--- src/rtl/mlkem_pwm_sequencer.sv ---
// ML-KEM pairwise-multiply sequencer.
// Walks NUM_PAIRS coefficient pairs. For each pair it issues reads of A, B
// (or takes a sampler word) and optionally the old destination word W. It
// presents the operands to an external pairwise multiplier, then writes the
// multiplier result back to the destination once the result has settled.

package mlkem_pwm_pkg;

  // Operand bundle handed to the pairwise multiplier (zeta travels separately).
  typedef struct packed {
    logic [11:0] u1;
    logic [11:0] u0;
    logic [11:0] v1;
    logic [11:0] v0;
    logic [11:0] w1;
    logic [11:0] w0;
  } mlkem_pwo_uvwzi_t;

  // Result pair returned by the pairwise multiplier.
  typedef struct packed {
    logic [11:0] uv1_o;
    logic [11:0] uv0_o;
  } mlkem_pwo_t;

endpackage

module mlkem_pwm_sequencer
  import mlkem_pwm_pkg::*;
#(
  parameter int ADDR_W    = 10,
  parameter int NUM_PAIRS = 128
) (
  input  logic                  clk,
  input  logic                  reset,
  input  logic                  zeroize,
  input  logic                  start_i,
  input  logic                  accumulate_i,
  input  logic                  sampler_mode_i,
  input  logic [ADDR_W-1:0]     a_base_i,
  input  logic [ADDR_W-1:0]     b_base_i,
  input  logic [ADDR_W-1:0]     dst_base_i,
  output logic                  a_rd_en_o,
  output logic [ADDR_W-1:0]     a_rd_addr_o,
  output logic                  b_rd_en_o,
  output logic [ADDR_W-1:0]     b_rd_addr_o,
  output logic                  w_rd_en_o,
  output logic [ADDR_W-1:0]     w_rd_addr_o,
  input  logic [23:0]           a_rd_data_i,
  input  logic [23:0]           b_rd_data_i,
  input  logic [23:0]           w_rd_data_i,
  input  logic                  sampler_valid_i,
  input  logic [23:0]           sampler_data_i,
  output logic                  sampler_ready_o,
  output logic [6:0]            zeta_addr_o,
  input  logic [11:0]           zeta_i,
  output mlkem_pwo_uvwzi_t      pwo_uvw_o,
  output logic [11:0]           pwo_z_o,
  output logic                  accumulate_o,
  input  mlkem_pwo_t            pwo_uv_i,
  output logic                  wr_en_o,
  output logic [ADDR_W-1:0]     wr_addr_o,
  output logic [23:0]           wr_data_o,
  output logic                  busy_o,
  output logic                  done_o
);

  localparam int IDX_W = (NUM_PAIRS > 1) ? $clog2(NUM_PAIRS) : 1;
  localparam logic [IDX_W-1:0] LAST_IDX = IDX_W'(NUM_PAIRS - 1);

  // Delay line after the operand cycle. The multiplier result is ready
  // 4 cycles after the operands (5 when accumulating), so the write taps
  // the line at stage 3 or stage 4.
  localparam int DLY_N     = 5;
  localparam int TAP_PLAIN = 3;
  localparam int TAP_ACC   = 4;

  typedef enum logic [1:0] {
    IDLE  = 2'd0,
    RUN   = 2'd1,
    DRAIN = 2'd2,
    DONE  = 2'd3
  } state_t;

  state_t state, state_nxt;

  // Reset and zeroize have identical effect.
  logic clr;
  assign clr = reset | zeroize;

  // Configuration latched at start.
  logic              acc_q;
  logic              smode_q;
  logic [ADDR_W-1:0] a_base_q;
  logic [ADDR_W-1:0] b_base_q;
  logic [ADDR_W-1:0] dst_base_q;

  // Pair index of the next issue.
  logic [IDX_W-1:0]  idx_q;

  // Issue stage (combinational, _p0).
  logic              issue_p0;
  logic [ADDR_W-1:0] dst_addr_p0;

  // Operand stage (_p1): read data arrives this cycle.
  logic              vld_p1;
  logic [ADDR_W-1:0] dst_addr_p1;
  logic [23:0]       samp_p1;

  // Tag and destination-address delay line behind the operand stage.
  logic [DLY_N-1:0]  vld_dly;
  logic [ADDR_W-1:0] dst_dly [DLY_N];

  logic              pipe_busy;
  logic              wr_fire;
  logic [ADDR_W-1:0] wr_dst;

  // Base plus pair index, wrapping modulo 2^ADDR_W.
  function automatic logic [ADDR_W-1:0] addr_at(input logic [ADDR_W-1:0] base,
                                                input logic [IDX_W-1:0]  idx);
    return base + ADDR_W'(idx);
  endfunction

  assign dst_addr_p0 = addr_at(dst_base_q, idx_q);
  assign pipe_busy   = vld_p1 | (|vld_dly);

  // State register.
  always_ff @(posedge clk) begin
    if (clr) begin
      state <= IDLE;
    end else begin
      state <= state_nxt;
    end
  end

  // Next-state logic: leave RUN on the last issue, finish once the line drains.
  always_comb begin
    state_nxt = state;
    case (state)
      IDLE:    if (start_i) state_nxt = RUN;
      RUN:     if (issue_p0 && (idx_q == LAST_IDX)) state_nxt = DRAIN;
      DRAIN:   if (!pipe_busy) state_nxt = DONE;
      DONE:    state_nxt = IDLE;
      default: state_nxt = IDLE;
    endcase
  end

  // State-decoded outputs and the per-cycle issue decision.
  always_comb begin
    busy_o          = 1'b0;
    done_o          = 1'b0;
    sampler_ready_o = 1'b0;
    accumulate_o    = 1'b0;
    issue_p0        = 1'b0;
    case (state)
      RUN: begin
        busy_o          = 1'b1;
        accumulate_o    = acc_q;
        sampler_ready_o = smode_q;
        issue_p0        = !smode_q || sampler_valid_i;
      end
      DRAIN: begin
        busy_o       = 1'b1;
        accumulate_o = acc_q;
      end
      DONE: begin
        busy_o       = 1'b1;
        done_o       = 1'b1;
        accumulate_o = acc_q;
      end
      default: begin
        busy_o = 1'b0;
      end
    endcase
  end

  // Latch configuration on an accepted start; advance the index per issue.
  always_ff @(posedge clk) begin
    if (clr) begin
      acc_q      <= 1'b0;
      smode_q    <= 1'b0;
      a_base_q   <= '0;
      b_base_q   <= '0;
      dst_base_q <= '0;
      idx_q      <= '0;
    end else if ((state == IDLE) && start_i) begin
      acc_q      <= accumulate_i;
      smode_q    <= sampler_mode_i;
      a_base_q   <= a_base_i;
      b_base_q   <= b_base_i;
      dst_base_q <= dst_base_i;
      idx_q      <= '0;
    end else if (issue_p0) begin
      idx_q      <= idx_q + 1'b1;
    end
  end

  // Read ports and zeta index, driven only in an issue cycle.
  always_comb begin
    a_rd_en_o   = 1'b0;
    a_rd_addr_o = '0;
    b_rd_en_o   = 1'b0;
    b_rd_addr_o = '0;
    w_rd_en_o   = 1'b0;
    w_rd_addr_o = '0;
    zeta_addr_o = '0;
    if (issue_p0) begin
      a_rd_en_o   = 1'b1;
      a_rd_addr_o = addr_at(a_base_q, idx_q);
      b_rd_en_o   = !smode_q;
      b_rd_addr_o = addr_at(b_base_q, idx_q);
      w_rd_en_o   = acc_q;
      w_rd_addr_o = dst_addr_p0;
      zeta_addr_o = 7'(idx_q);
    end
  end

  // ---- stage p0 -> p1: capture issue tag, destination and sampler word ----
  always_ff @(posedge clk) begin
    if (clr) begin
      vld_p1      <= 1'b0;
      dst_addr_p1 <= '0;
      samp_p1     <= '0;
    end else begin
      vld_p1 <= issue_p0;
      if (issue_p0) begin
        dst_addr_p1 <= dst_addr_p0;
      end
      if (issue_p0 && smode_q) begin
        samp_p1 <= sampler_data_i;
      end
    end
  end

  // Operand presentation in the cycle after issue; quiet otherwise.
  always_comb begin
    pwo_uvw_o = '0;
    pwo_z_o   = '0;
    if (vld_p1) begin
      pwo_uvw_o.u0 = a_rd_data_i[11:0];
      pwo_uvw_o.u1 = a_rd_data_i[23:12];
      pwo_uvw_o.v0 = smode_q ? samp_p1[11:0]  : b_rd_data_i[11:0];
      pwo_uvw_o.v1 = smode_q ? samp_p1[23:12] : b_rd_data_i[23:12];
      pwo_uvw_o.w0 = acc_q ? w_rd_data_i[11:0]  : 12'd0;
      pwo_uvw_o.w1 = acc_q ? w_rd_data_i[23:12] : 12'd0;
      pwo_z_o      = zeta_i;
    end
  end

  // ---- stage p1 -> delay line: shift tags with their destination address ----
  // A tag consumed at the short tap is not carried into the last stage, so an
  // empty line always means no write is pending.
  always_ff @(posedge clk) begin
    if (clr) begin
      vld_dly <= '0;
      for (int k = 0; k < DLY_N; k++) begin
        dst_dly[k] <= '0;
      end
    end else begin
      vld_dly[0] <= vld_p1;
      dst_dly[0] <= dst_addr_p1;
      for (int k = 1; k < DLY_N; k++) begin
        vld_dly[k] <= vld_dly[k-1];
        dst_dly[k] <= dst_dly[k-1];
      end
      vld_dly[TAP_ACC] <= vld_dly[TAP_ACC-1] & acc_q;
    end
  end

  assign wr_fire = acc_q ? vld_dly[TAP_ACC] : vld_dly[TAP_PLAIN];
  assign wr_dst  = acc_q ? dst_dly[TAP_ACC] : dst_dly[TAP_PLAIN];

  // Destination write: multiplier result lands at the tagged address.
  always_comb begin
    wr_en_o   = 1'b0;
    wr_addr_o = '0;
    wr_data_o = '0;
    if (wr_fire) begin
      wr_en_o   = 1'b1;
      wr_addr_o = wr_dst;
      wr_data_o = {pwo_uv_i.uv1_o, pwo_uv_i.uv0_o};
    end
  end

endmodule

--- config.mk ---
export PLATFORM = sky130hd
export DESIGN_NAME = mlkem_pwm_sequencer
export DESIGN_NICKNAME = d
export VERILOG_FILES = /design/src/rtl/mlkem_pwm_sequencer.sv
export SDC_FILE = /design/constraint.sdc
export NUM_CORES = 1
export LEC_CHECK = 0
export ABC_AREA = 1
export CAP_MARGIN = 20
export CORE_MARGIN = 5
export CORE_UTILIZATION = 41
export CTS_CLUSTER_SIZE = 25
export DETAILED_ROUTE_END_ITERATION = 16
export PLACE_DENSITY = 0.9
export SYNTH_ARGS = -nofsm -noshare
export SYNTH_HDL_FRONTEND = slang
export SYNTH_SLANG_ARGS = --single-unit
--- constraint.sdc ---
create_clock -name clk -period 2.45 [get_ports clk]
set_input_delay 0.49 -clock clk [delete_from_list [all_inputs] [get_ports clk]]
set_output_delay 0.49 -clock clk [all_outputs]
set_load 0.03 [all_outputs]
======== Word level (Yosys, flattened, before mapping) ========
Memory sizes are Yosys's and may differ from the RTL's.
Cells that the tools add are included.
operators by class
  add/subtract/negate cells ............... 4
  multiply operators ...................... 0
  divide/modulo/power cells ............... 0
  magnitude comparators ................... 0
  equality and inequality tests ........... 7
  shifts and indexed selects .............. 0
  multiplexer cells ....................... 35
  bitwise operators ....................... 8
  reductions and logical operators ........ 10
operator list
  operator             count
  $mux 10              10
  $mux 72              1
  $mux 12              5
  $add 10x7->10        3
  $mux 24              1
  $mux 1               13
  $pmux 2 s4           1
  $add 7x1->7 const B  1
  $eq 7x7->1 const B   1
  $mux 7               1
  $or 1x1->1           7
  $mux 2               3
  $ne 2x2->1 const B   3
  $reduce_or 5->1      1
  $eq 2x2->1 const B   2
  $logic_and 1x1->1    3
  $reduce_and 3->1     1
  $reduce_or 3->1      1
  $eq 2x1->1 const B   1
  $logic_not 2->1      1
  $reduce_or 2->1      1
  $and 1x1->1          1
  $logic_not 1->1      1
  $logic_or 1x1->1     1
word-level totals
  bits in registers ....................... 81
  latch bits .............................. 0
  memory bits (writable) .................. 50
  bits in read-only memories .............. 0
  input bits .............................. 169
  output and inout port bits .............. 163
  word-level logic and storage cells ...... 76
  memories kept ........................... 1
memory list
  name     words  bits a word  read ports  clocked after memory_dff  write ports  line  text
  dst_dly  5      10           5           0                         5            111   logic [ADDR_W-1:0] dst_dly [DLY_N];

======== Logic depth before layout (Yosys ltp) ========
Gate-level depths: netlist of run 1.
  word-level depth ........................ 6
  gate-level depth with buffers ........... 11
  depth with buffers taken out ............ 11

======== Least setup slack after synthesis of run 1 ========
No wires, ideal clock.
  kind .................................... reg-to-output
  start ................................... reg idx_q[0]
  end ..................................... out a_rd_addr_o[8]
  data arrival time ....................... 1838 ps
  setup slack ............................. 122 ps
  stages on the path, launching flop included .. 11
  cells stage by stage .................... dfxtp_1 -> ha_1 -> inv_1 -> fa_1 -> inv_1 -> nand3_1 -> nand2_1 -> nand4_1 -> nand3_1 -> nand2_1 -> nor2_1
on the way
  cells in the longest elaborated chain, start to end .. 2
ends and longest elaborated chain
  what                      line  text
  start: declaration        98    logic [IDX_W-1:0] idx_q;
  start signal: assignment  193   idx_q <= idx_q + 1'b1;
  $add 10x7->10             120   return base + ADDR_W'(idx);
  $mux 10                   206   if (issue_p0) begin
  end: declaration          43    output logic [ADDR_W-1:0] a_rd_addr_o,
No other way between the ends.

======== Worst setup path after layout of run 1 ========
  start ................................... reg idx_q[0]
  end ..................................... out w_rd_addr_o[8]
on the way
  cells in the longest elaborated chain, start to end .. 2
ends and longest elaborated chain
  what              line  text
  $add 10x7->10     120
  $mux 10           206
  end: declaration  47    output logic [ADDR_W-1:0] w_rd_addr_o,
No other way between the ends.

==> results.json, run 1 <==
{
  "outcome": "complete, but fails checks",
  "violations": "negative setup slack",
  "port_buffers": 331,
  "viasPerCell": 4.92,
  "cts_made_buffers": 17,
  "yosysSeqAreaShare_pct": 39.0,
  "peakVddDrop_uv": 415,
  "hold_path_depth": 2,
  "fin_ws_ns": -0.240,
  "holdWs_ns": 0.404,
  "vias": 7999,
  "min_path_type": "register to register",
  "synth_edf_count": 0,
  "synthFlopType": "dfxtp_1",
  "arrival_ns": 2.20,
  "placed_cells": 1569,
  "postRouteAntennaNets": 0,
  "leakage_nw": 5.91,
  "r2r_setup_slack_ns": 0.42,
  "period_needed_ns": 2.69,
  "endpoint": "w_rd_addr_o[8]",
  "insertion_delay_ns": 0.41,
  "fin_util_pct": 74.2,
  "setup_viol": 14,
  "finClkSkew_ns": 0.00788,
  "synth_fp_nets": 1239,
  "die_area_sq_um": 19100,
  "r2r_start": "idx_q[0]",
  "area_growth_pct": 76.6,
  "antenna_found_initial": 8,
  "ys_ff_latch": 131,
  "clock-sinks": 131,
  "die_h_microns": 138,
  "fmax_mhz": 372,
  "crit_path_start": "idx_q[0]",
  "initial_core_util_pct": 42.0,
  "hold_buffers": 0,
  "ios": 332,
  "routed_wl_microns": 28000,
  "rows": 46,
  "fillCellCount": 1114,
  "dr.pass1.iters": 5,
  "grt_overflow": 0,
  "rsz0062_at_grt": "yes",
  "maxSlewViolCount": 0,
  "power_density_nw_per_um2": 464,
  "maxSlewHeadroom_pct": 64.4,
  "synth_cell_types": 28,
  "htree_levels": 4,
  "async_reset_ff_share_pct": 0,
  "crit_path_max_fanout": 5,
  "grt_pass1_vias": 7419,
  "clkTransAtPathRegs_ns": 0.06,
  "synth_warnings": 0,
  "design.core.area_sq_um": 16000,
  "layout-drive-gt1-share_pct": 22.5,
  "reg2reg_depth": 13,
  "grt_pass1_wl_microns": 39300,
  "drcViolationCount": 0,
  "synth_area_sq_um": 6720,
  "nNetsFinal": 1593,
  "syn_inst": 1040,
  "wl_per_cell_microns": 17.2,
  "avgSynthCellArea_sq_um": 6.47,
  "grt_max_degree": 51,
  "final_cells": 1625,
  "drv_cap": 0,
  "hpwl_microns": 19700,
  "critPathLaunchType": "register",
  "endpoint_kind": "output pin",
  "track_usage_pct": 25.6,
  "clockBufferDepth": 2,
  "cts_tree": "built",
  "first_iter_violations": 598,
  "final.period_utilization_pct": 110,
  "crit_type": "register to output pin",
  "worstPathRequired_ns": 1.96,
  "root_buffer": "clkbuf_16",
  "gp_congestion": 0.941,
  "rr_endpoint": "dst_addr_p1[4]",
  "worstMarginPinSlew_ns": 0.533,
  "finalHoldViolations": 0,
  "die-width_microns": 138,
  "setup_tns_ns": -1.50
}
## worst min path at each step
| stage | to | slack (ns) | start |
|---|---|---|---|
| after floorplan | dst_dly[1][0] | 0.39 | dst_dly[0][0] |
| after global placement | dst_dly[2][9] | 0.40 | dst_dly[1][9] |
| after detailed placement | dst_dly[3][0] | 0.40 | dst_dly[2][0] |
| after CTS | dst_dly[3][0] | 0.41 | dst_dly[2][0] |
| after global routing | dst_dly[2][0] | 0.41 | dst_dly[1][0] |
| final | dst_dly[1][9] | 0.40 | dst_dly[0][9] |
## layer usage
metal	global-route usage (%)	vias to the layer above	wire (microns)
li1	-	3863	-
met1	28.3	3569	10100
met2	45.3	443	13900
met4	9.57	12	1260
met5	0	-	68
met3	8.93	112	2660
## flip-flops by register name, summed over array words and instances (netlist names)
signal / count
state: 2
idx_q: 7
acc_q: 1
a_base_q: 10
dst_dly: 50
dst_base_q: 10
vld_p1: 1
dst_addr_p1: 10
b_base_q: 10
vld_dly: 5
samp_p1: 24
smode_q: 1
## power by group
group / total [mW] / internal, mW / switching [mW]
clock network: 2.40 / 1.41 / 0.990
registers: 2.20 / 2.16 / 0.0420
logic: 0.912 / 0.465 / 0.447
total: 5.51 / 4.03 / 1.48
## critical path, stage by stage (launching register included)
cell	delay, ns
dfxtp_4	0.41
ha_4	0.16
inv_2	0.04
fa_2	0.33
inv_2	0.11
nand3_4	0.08
nand2_4	0.11
nand3_2	0.08
nand2_1	0.09
nand2_1	0.07
and3_1	0.16
buf_6	0.14
## Yosys cell counts, types with 2 or more instances
master / instances / area (sq um)
a21boi_0: 2 / 15.0
a21oi_1: 91 / 455
and3_1: 3 / 18.8
buf_1: 7 / 26.3
buf_2: 10 / 50.1
clkbuf_1: 33 / 124
dfxtp_1: 131 / 2620
fa_1: 3 / 60.1
ha_1: 27 / 338
inv_1: 234 / 878
inv_2: 2 / 7.51
nand2_1: 146 / 548
nand3_1: 25 / 125
nand3b_1: 2 / 15.0
nand4_1: 8 / 50.1
nor2_1: 193 / 724
o21ai_0: 105 / 526
o21ai_1: 2 / 10.0
o21bai_1: 5 / 37.5
xnor2_1: 2 / 17.5
xor2_1: 2 / 17.5
## cell families after synthesis
| family | count (synthesis) | synth area share (%) |
|---|---|---|
| compound gates | 210 | 16.2 |
| xor+xnor | 4 | 0.521 |
| fa+ha+maj | 30 | 5.92 |
| buf+inv | 286 | 16.2 |
| flops | 131 | 39.0 |
| simple gates | 379 | 22.2 |
## what timing repair did
| action | in CTS | in global routing |
|---|---|---|
| resized for setup | 72 | 126 |
| hold endpoints to repair | 0 | 0 |
| setup buffers | 7 | 18 |
| gates cloned | 0 | 0 |
| pin swaps | 11 | 29 |
| setup endpoints to repair | 49 | 56 |
## area by class of cell
class | count | area, sq um | share of cell area, %
diodes | 3 | 7.51 | 0.0632
repair buffers | 385 | 3880 | 32.7
multi-input cells | 623 | 3610 | 30.4
flip-flops and latches | 131 | 2650 | 22.4
inverters | 236 | 888 | 7.48
clock inverters | 13 | 126 | 1.06
well taps | 216 | 270 | 2.28
clock buffers | 18 | 429 | 3.62
## cells in the final DEF, fill, tap and decap left out, types with 13 or more instances in the layout
| cell | n |
|---|---|
| nand2_1 | 128 |
| ha_4 | 21 |
| inv_1 | 221 |
| inv_2 | 13 |
| dlymetal6s2s_1 | 31 |
| buf_6 | 17 |
| nand3_1 | 14 |
| a21oi_2 | 16 |
| buf_4 | 128 |
| clkdlybuf4s50_1 | 183 |
| nand2_2 | 14 |
| buf_12 | 25 |
| a21oi_1 | 72 |
| nor2_1 | 185 |
| dfxtp_1 | 120 |
| clkbuf_16 | 17 |
| o21ai_0 | 100 |
## stage by stage
stage               cell area [sq um]  worst slack (ns)  power, mW
finish                          11900            -0.240       5.51
global route                    11900            -0.337       5.72
CTS                             11300            -0.119       5.47
detailed placement              10400            0.0886       3.08
global placement                10400             0.111       3.06
floorplan                        6720             0.122       2.58
(Power assumes the default switching activity.)
==> run 2, diff against run 1 <==
==> constraint.sdc (replaced) <==
create_clock -name clk -period 2.7 [get_ports clk]
set_input_delay 0.54 -clock clk [delete_from_list [all_inputs] [get_ports clk]]
set_output_delay 0.54 -clock clk [all_outputs]
set_load 0.03 [all_outputs]
==> results.json, run 2 (synthesized netlist as in run 1, its figures left out) <==
{
  "outcome": "complete, but fails checks",
  "violations": "negative setup slack",
  "swShare_pct": 26.3,
  "critPathLaunchType": "register",
  "dp_slack_ns": 0.143,
  "drcViolationCount": 0,
  "cts_tree": "built",
  "htree_levels": 4,
  "critPathMostFrequentCell": "buf_4",
  "initial_core_util_pct": 42.0,
  "min_path_type": "register to register",
  "die_area_sq_um": 19100,
  "placed_cell_area_sq_um": 10100,
  "crit_path_max_fanout": 5,
  "layout-drive-gt1-share_pct": 13.6,
  "holdWs_ns": 0.407,
  "cp_cell_sequence": "buf_4, ha_4, inv_1, fa_2, inv_2, nand3_2, nand2_2, nand4_1, nand3_1, nand2_1, nor2_1, buf_4",
  "critical-path-slowest-cell": "dfxtp_4",
  "p_int_mw": 3.64,
  "arrival_ns": 2.24,
  "worstMarginPinSlew_ns": 0.557,
  "peakVddDrop_uv": 485,
  "r2r_start": "state[1]",
  "hold_start": "dst_dly[1][7]",
  "track_usage_pct": 24.4,
  "port_buffers": 331,
  "worstHoldEndpoint": "dst_dly[2][7]",
  "clkPwrFrac_pct": 44.7,
  "r2r_setup_slack_ns": 0.86,
  "power_density_nw_per_um2": 450,
  "pwr-share-comb_pct": 15.1,
  "cts_made_buffers": 17,
  "top_regs": "dst_dly x50, samp_p1 x24",
  "insertion_delay_ns": 0.42,
  "clkTransAtPathRegs_ns": 0.06,
  "maxSlewViolCount": 0,
  "design.core.area_sq_um": 16000,
  "final_common_cell": "clkdlybuf4s50_1",
  "power.total_mw": 4.94,
  "endpoint_kind": "output pin",
  "area_growth_pct": 63.2,
  "final_cell_mix": "clkdlybuf4s50_1 (241), inv_1 (228), nor2_1 (192)",
  "first_iter_violations": 407,
  "vias": 7548,
  "reg2reg_depth": 7,
  "gp_congestion": 0.927,
  "hpwl_microns": 19100,
  "routed_wl_microns": 24800,
  "antenna_found_initial": 6,
  "fin_ws_ns": -0.0753,
  "seq_power_share_pct": 40.3,
  "regMostFlops": "dst_dly",
  "die-width_microns": 138,
  "hold_path_depth": 2,
  "root_buffer": "clkbuf_16",
  "die_h_microns": 138,
  "crit_path_start": "idx_q[0]",
  "finClkSkew_ns": 0.00991,
  "period_needed_ns": 2.78,
  "ios": 332,
  "viasPerCell": 4.74,
  "critPathMaxStageDelay_ns": 0.40,
  "clock-sinks": 131,
  "wl_per_cell_microns": 15.5,
  "dr.pass1.iters": 5,
  "diodes": 0,
  "power.switching_mw": 1.30,
  "final_cells": 1594,
  "final.period_utilization_pct": 103,
  "grt_pass1_wl_microns": 37400,
  "rr_endpoint": "a_base_q[2]",
  "maxSlewHeadroom_pct": 62.5,
  "finalHoldViolations": 0,
  "nNetsFinal": 1564,
  "crit_type": "register to output pin",
  "fmax_mhz": 360,
  "rows": 46,
  "largest_reg_flops": 50,
  "leakage_nw": 5.18,
  "fin_area_sq_um": 11000,
  "rsz0062_at_grt": "yes",
  "grt_max_degree": 66,
  "setup_viol": 3,
  "grt_pass1_vias": 7166,
  "worstPathRequired_ns": 2.16,
  "postRouteAntennaNets": 0,
  "clockBufferDepth": 2,
  "drv_cap": 0,
  "grt_overflow": 0,
  "placed_cells": 1555,
  "hold_buffers": 0
}
-- run 2: cell count changes in the layout (fill, tap and decap cells not counted), sizes merged --
cell / change
buf: -62
dlygate4sd2: -1
diode: -3
clkdlybuf4s50: +58
clkbuf: +1
dlymetal6s2s: -24
-- run 2: layer usage --
| metal | global-route usage (%) | wire length, microns | up-vias |
|---|---|---|---|
| met3 | 8.45 | 2070 | 65 |
| met1 | 26.7 | 9490 | 3329 |
| met2 | 43.7 | 12300 | 341 |
| met4 | 9.00 | 850 | 12 |
| li1 | - | - | 3801 |
| met5 | 0 | 70 | - |
-- run 2: power groups by stage --
stage | Sequential, mW | Clock, mW | Combinational, mW
global route | 1.99 | 2.31 | 0.800
CTS | 1.99 | 2.22 | 0.732
global placement | 2.03 | 0 | 0.713
detailed placement | 2.03 | 0 | 0.724
floorplan | 2.02 | 0 | 0.320
finish | 1.99 | 2.21 | 0.743
-- run 2: timing repair --
item	in CTS	in global routing
gates cloned	0	0
setup buffers	1	6
pin swaps	5	10
hold endpoints to repair	0	0
endpoints found under the setup margin	53	45
gates resized for setup	24	41
-- run 2: worst max-delay path: cells and delay by family (launching register included) --
| family | cells | cell delay, ns |
|---|---|---|
| buffers and inverters | 4 | 0.43 |
| flip-flops | 1 | 0.40 |
| AND/OR/NAND/NOR | 6 | 0.51 |
| adder cells (fa/ha/maj) | 2 | 0.46 |
-- run 2: worst max-delay path by stage --
stage	endpoint	slack [ns]	depth (start not counted)
global placement	a_rd_en_o	0.14	4
global route	b_rd_addr_o[8]	-0.16	12
finish	b_rd_addr_o[8]	-0.08	12
CTS	w_rd_addr_o[8]	-0.0007	11
floorplan	a_rd_addr_o[8]	0.32	10
detailed placement	a_rd_en_o	0.14	4
-- run 2: through the flow --
| step | util [%] | setup TNS, ns |
|---|---|---|
| 2_1_floorplan | - | 0 |
| 3_3_place_gp | 63.3 | 0 |
| 3_5_place_dp | 63.3 | 0 |
| 4_1_cts | 67.5 | -0.000659 |
| 5_1_grt | 68.6 | -0.645 |
| 6_report | 68.6 | -0.126 |
-- run 2: layout make-up --
type                            instances  area [sq um]
Tap cell                              216           270
Multi-Input combinational cell        623          3190
Inverter                              236           886
Sequential cell                       131          2650
Timing Repair Buffer                  356          3410
Clock buffer                           19           443
Fill cell                            1299          5030
Clock inverter                         13           124
